==> config.mk <==
export PLATFORM = sky130hd
export DESIGN_NAME = satd_residual_block
export DESIGN_NICKNAME = d
export VERILOG_FILES = /design/src/rtl/satd_pkg.sv /design/src/rtl/satd_diff_row.sv /design/src/rtl/satd_residual_block.sv
export SDC_FILE = /design/constraint.sdc
export NUM_CORES = 2
export LEC_CHECK = 0
export CAP_MARGIN = 20
export CORE_UTILIZATION = 28
export DETAILED_ROUTE_END_ITERATION = 8
export GPL_ROUTABILITY_DRIVEN = 0
export GPL_TIMING_DRIVEN = 0
export PLACE_DENSITY_LB_ADDON = 0.12
export SLEW_MARGIN = 0
export SYNTH_ARGS = -nofsm -noshare
export SYNTH_HDL_FRONTEND = slang
export SYNTH_SLANG_ARGS = --single-unit
==> constraint.sdc <==
create_clock -name clk -period 91.7 [get_ports clk]
set_clock_uncertainty 0.15 [all_clocks]
set_input_delay 18.34 -clock clk [delete_from_list [all_inputs] [get_ports clk]]
set_output_delay 18.34 -clock clk [all_outputs]
set_load 0.02 [all_outputs]
==> src/rtl/satd_pkg.sv <==
// Shared constants, width helpers and bank state type for the SATD residual stage.
package satd_pkg;

  localparam int BIT_DEPTH_DEF = 8;
  localparam int N_DEF         = 8;

  typedef enum logic [1:0] {
    EMPTY,
    FILLING,
    FULL
  } bank_state_e;

  function automatic int diff_w(input int bd);
    return bd + 1;
  endfunction

  function automatic int row_sad_w(input int bd, input int n);
    return bd + $clog2(n);
  endfunction

  function automatic int sad_w(input int bd, input int n);
    return bd + 2 * $clog2(n);
  endfunction

endpackage

==> src/rtl/satd_diff_row.sv <==
// Combinational N-lane signed subtractor; with SATD_RESID_SAD_EN also sums |diff| over the row.
module satd_diff_row
  import satd_pkg::*;
#(
  parameter  int BIT_DEPTH = BIT_DEPTH_DEF,
  parameter  int N         = N_DEF,
  localparam int DW        = diff_w(BIT_DEPTH)
) (
  input  logic [N*BIT_DEPTH-1:0] org_row,
  input  logic [N*BIT_DEPTH-1:0] cur_row,
  output logic [N*DW-1:0]        diff_row
`ifdef SATD_RESID_SAD_EN
  ,
  output logic [row_sad_w(BIT_DEPTH, N)-1:0] row_sad
`endif
);

`ifdef SATD_RESID_SAD_EN
  localparam int RSW = row_sad_w(BIT_DEPTH, N);
  logic [DW-1:0] mag;
`endif
  logic [DW-1:0] d;

  always_comb begin
    diff_row = '0;
    d        = '0;
`ifdef SATD_RESID_SAD_EN
    row_sad  = '0;
    mag      = '0;
`endif
    for (int unsigned c = 0; c < N; c++) begin
      // zero-extended subtraction: the extra bit makes the result exact and signed
      d = {1'b0, org_row[c*BIT_DEPTH +: BIT_DEPTH]} - {1'b0, cur_row[c*BIT_DEPTH +: BIT_DEPTH]};
      diff_row[c*DW +: DW] = d;
`ifdef SATD_RESID_SAD_EN
      mag     = d[DW-1] ? DW'(-d) : d;
      row_sad = row_sad + RSW'(mag);
`endif
    end
  end

endmodule

==> src/rtl/satd_residual_block.sv <==
// Ping-pong NxN residual block assembler feeding the SATD transform.
// Optional SATD_RESID_SAD_EN adds out_sad (sum of |diff| per delivered block).
module satd_residual_block
  import satd_pkg::*;
#(
  parameter  int BIT_DEPTH = BIT_DEPTH_DEF,
  parameter  int N         = N_DEF,
  localparam int DW        = diff_w(BIT_DEPTH)
) (
  input  logic                   clk,
  input  logic                   rst,
  input  logic                   flush,
  input  logic                   in_valid,
  output logic                   in_ready,
  input  logic [N*BIT_DEPTH-1:0] org_row,
  input  logic [N*BIT_DEPTH-1:0] cur_row,
  output logic                   out_valid,
  input  logic                   out_ready,
  output logic [N*N*DW-1:0]      out_blk
`ifdef SATD_RESID_SAD_EN
  ,
  output logic [sad_w(BIT_DEPTH, N)-1:0] out_sad
`endif
);

  localparam int RW = $clog2(N);

  bank_state_e    bank_st   [2];
  bank_state_e    bank_st_n [2];
  logic           wr_bank, wr_bank_n;
  logic           rd_bank, rd_bank_n;
  logic [RW-1:0]  wr_row, wr_row_n;
  logic [N*DW-1:0] mem [2][N];
  logic [N*DW-1:0] diff_row;
  logic           accept, drain, flush_fill;

`ifdef SATD_RESID_SAD_EN
  localparam int SW  = sad_w(BIT_DEPTH, N);
  localparam int RSW = row_sad_w(BIT_DEPTH, N);
  logic [RSW-1:0] row_sad;
  logic [SW-1:0]  sad_acc [2];
`endif

  satd_diff_row #(
    .BIT_DEPTH(BIT_DEPTH),
    .N        (N)
  ) u_diff (
    .org_row (org_row),
    .cur_row (cur_row),
    .diff_row(diff_row)
`ifdef SATD_RESID_SAD_EN
    ,
    .row_sad (row_sad)
`endif
  );

  assign accept     = in_valid && in_ready;
  assign drain      = out_valid && out_ready;
  assign flush_fill = flush && (bank_st[wr_bank] == FILLING);

  always_ff @(posedge clk or posedge rst) begin
    if (rst) begin
      for (int unsigned b = 0; b < 2; b++) bank_st[b] <= EMPTY;
      wr_bank   <= 1'b0;
      rd_bank   <= 1'b0;
      wr_row    <= '0;
      out_valid <= 1'b0;
    end else begin
      bank_st   <= bank_st_n;
      wr_bank   <= wr_bank_n;
      rd_bank   <= rd_bank_n;
      wr_row    <= wr_row_n;
      out_valid <= (bank_st_n[rd_bank_n] == FULL);
    end
  end

  // Drain and fill always target different banks, so both updates can apply together.
  always_comb begin
    bank_st_n = bank_st;
    wr_bank_n = wr_bank;
    rd_bank_n = rd_bank;
    wr_row_n  = wr_row;
    if (drain) begin
      bank_st_n[rd_bank] = EMPTY;
      rd_bank_n          = ~rd_bank;
    end
    if (flush_fill) begin
      bank_st_n[wr_bank] = EMPTY;
      wr_row_n           = '0;
    end else if (accept) begin
      if (wr_row == RW'(N-1)) begin
        bank_st_n[wr_bank] = FULL;
        wr_row_n           = '0;
        wr_bank_n          = ~wr_bank;
      end else begin
        bank_st_n[wr_bank] = FILLING;
        wr_row_n           = wr_row + 1'b1;
      end
    end
  end

  always_ff @(posedge clk or posedge rst) begin
    if (rst) begin
      for (int unsigned b = 0; b < 2; b++)
        for (int unsigned r = 0; r < N; r++)
          mem[b][r] <= '0;
    end else if (accept) begin
      mem[wr_bank][wr_row] <= diff_row;
    end
  end

`ifdef SATD_RESID_SAD_EN
  always_ff @(posedge clk or posedge rst) begin
    if (rst) begin
      sad_acc[0] <= '0;
      sad_acc[1] <= '0;
    end else begin
      if (drain) sad_acc[rd_bank] <= '0;
      if (flush_fill) sad_acc[wr_bank] <= '0;
      else if (accept)
        sad_acc[wr_bank] <= ((wr_row == '0) ? '0 : sad_acc[wr_bank]) + SW'(row_sad);
    end
  end
`endif

  always_comb begin
    in_ready = !rst && !flush && (bank_st[wr_bank] != FULL);
    out_blk  = '0;
    if (out_valid)
      for (int unsigned r = 0; r < N; r++)
        out_blk[r*N*DW +: N*DW] = mem[rd_bank][r];
`ifdef SATD_RESID_SAD_EN
    out_sad = out_valid ? sad_acc[rd_bank] : '0;
`endif
  end

endmodule

==> results.cfg <==
[hold_path]
hold_depth = 2
holdCritStartpoint = mem[144]
hold_class = flip-flop to flip-flop
holdPathEnd = mem[144]

[die]
die_w_um = 457
die_h_um = 457
core_um2 = 205000
placement_rows = 166
initial_core_util_pct = 28.2
ios = 711
dieArea_um2 = 209000

[timing]
fmax_mhz = 26.1
post-route-period-util_pct = 41.8
fin_crit_ps = 38330
rsz0062_at_grt = no
hold_slack_ps = 325
worst_slack_ps = 53370
setup_tns_ps = 0
max-slew-margin-rel_pct = 6.67
final_max_slew_viol_count = 0
worst-slew-pin-transition_ps = 1400
finalSetupViolCount = 0
hold_viol = 0

[worst_setup_path]
setup.worst_path.start_class = input port
crit_path_max_fanout = 4
crit_chain = clkdlybuf4s50_1 > nor3_1 > clkdlybuf4s50_1
r2r_cells = 10
rr_endpoint = mem[442]
crit_arrival_ps = 19840
max_stage_delay_ps = 630
cp-end-kind = output port
path_delay_family = buffers and inverters
crit_buf_inv = 2
r2r_setup_slack_ps = 86890
critPathSlowestCell = clkdlybuf4s50_1
crit_type = input port to output port
cp_common_cell = clkdlybuf4s50_1
reg2reg_from = bank_st[0]
worstPathRequired_ps = 73210

[clock_network]
cts_hold_buf = 0
htreeDepth = 4
root_buffer = clkbuf_16
clock-sinks = 1162
clockBufferDepth = 3
cts.repair.resized = 0
numCtsBuffers = 141
clk_latency_ps = 810
post_cts_buffers = 0
cts_tree = built
clk_pin_slew_ps = 50

[finish]
layout.nets = 7365
drive_gt1_share_pct = 4.85
final_cell_area_um2 = 74300
layout_commonest_cell = dfrtp_1
layout_common_cells = 1,162 x dfrtp_1, 1,071 x nand2_1, 1,040 x o21ai_0
final_core_util_pct = 36.2
syn_to_final_growth_pct = 28.3

[status]
outcome = finished clean

[pwr]
power.switching_uw = 524
leakage_uw = 0.0299
powerDensity_nw_per_um2 = 21.1
switching_share_pct = 33.5
max-vdd-ir-drop_mv = 0.0203
pwr-share-seq_pct = 40.1
internal_power_uw = 1040
clock_power_share_pct = 37.0
p_comb_share_pct = 22.9

[global_route]
grt_max_degree = 126
grt_pass1_vias = 52100
antenna_found_initial = 23
grt_overflow = 0
grt_pass1_wl_um = 419000
grt_util_all_layers_pct = 28.6

[synthesis]
synth_seq_cells = 1162
yosys-top-cells-area = dfrtp_1 50%, mux2i_1 10%, o21ai_0 9.0%
ys_types = 46
netlist_instances = 6236
synth_seq_area_share_pct = 50.2
synth_edf_count = 0
yosys_warnings = 0
synthesis.nets = 6444
synth_top_area_share_pct = 50.2
syn_area_um2 = 57900
synth_top_cell_by_area = dfrtp_1
synth_area_per_cell_um2 = 9.29
synthFlopType = dfrtp_1
async_reset_ff_share_pct = 100

[routing]
avgViaCountPerCell = 5.41
final_antenna_net_count = 0
drt_first_pass_iters = 7
drc = 0
routed_wl_um = 305000
first_iter_violations = 6028
wl_per_cell_um = 30.7
vias = 53800

[placement]
portBuffers = 710
dp_slack_ps = 53370
place.detailed.hpwl_um = 222000
placed_area_um2 = 69400

[flow_run]
max_cap_viol_count = 0
-- layout make-up --
cell class / instances / area, um2
Inverter: 75 / 289
Buffer: 613 / 2380
Tap cell: 2688 / 3360
Clock inverter: 47 / 661
Sequential cell: 1162 / 29100
Clock buffer: 190 / 4000
Fill cell: 21100 / 131000
Timing Repair Buffer: 778 / 8290
Multi-Input combinational cell: 4386 / 26200
Antenna cell: 14 / 35.0
-- cell usage after synthesis, types with 3 or more instances --
| cell type | n |
|---|---|
| inv_1 | 75 |
| or4_1 | 129 |
| nand3b_1 | 3 |
| o21a_1 | 31 |
| nand2_1 | 1071 |
| o21ai_0 | 1040 |
| o31ai_1 | 7 |
| buf_6 | 4 |
| or2_2 | 12 |
| buf_2 | 12 |
| a21bo_2 | 7 |
| nor3_1 | 258 |
| o31a_1 | 23 |
| ha_1 | 67 |
| dfrtp_1 | 1162 |
| nor2b_1 | 600 |
| a21o_1 | 24 |
| nand3_1 | 130 |
| a211oi_1 | 129 |
| nor2_1 | 73 |
| mux2i_1 | 579 |
| o211ai_1 | 128 |
| xor2_1 | 8 |
| a21oi_1 | 9 |
| nand2b_1 | 20 |
| or2_1 | 6 |
| buf_1 | 68 |
| fa_1 | 8 |
| clkbuf_1 | 529 |
-- flip-flops by register name (all words and copies together) (netlist names) --
register / flops
wr_bank: 1
out_valid: 1
mem: 1152
bank_st: 4
rd_bank: 1
wr_row: 3
-- per-stage QoR --
stage / total power, uW / instances
after floorplan: 833 / 6236
after global placement: 977 / 9634
after detailed placement: 988 / 9691
after CTS: 1570 / 9928
after global routing: 1620 / 9942
final: 1560 / 9953
-- tightest hold or removal path, delay by kind of cell, from the launching register on --
kind / cells / cell delay [ps]
flip-flops: 1 / 340
AO/OA/AOI/OAI: 1 / 60
AND/OR/NAND/NOR: 1 / 40
-- cells by family after synthesis --
family,synth area share (%)
AND/OR/NAND/NOR,19.5
AO/OA/AOI/OAI,13.8
flip-flops,50.2
buffers and inverters,4.54
multiplexers,10.0
adder cells (fa/ha/maj),1.72
XOR/XNOR,0.151
-- how the worst max path moves through the flow --
stage	start	end	slack, ps	depth (start not counted)
after floorplan	rst	bank_st[0]	40480	1
after global placement	rst	mem[393]	25030	2
after detailed placement	rst	in_ready	53370	3
after CTS	rst	in_ready	53360	3
after global routing	rst	in_ready	53290	3
final	rst	in_ready	53370	3
-- power groups by stage --
| stage | combinational (uW) | clock [uW] | sequential (uW) |
|---|---|---|---|
| floorplan | 206 | 0 | 626 |
| global placement | 339 | 0 | 638 |
| detailed placement | 352 | 0 | 636 |
| CTS | 353 | 587 | 627 |
| global route | 381 | 606 | 636 |
| finish | 358 | 579 | 628 |
-- metal layers --
layer | wire, um | vias to the layer above | GRT usage [%]
met5 | 113 | - | 0
met4 | 14400 | 16 | 11.9
met3 | 25100 | 658 | 6.11
met2 | 137000 | 2773 | 44.5
met1 | 129000 | 27100 | 38.1
li1 | - | 23300 | -
No activity file was read; power rests on OpenSTA's default activity.
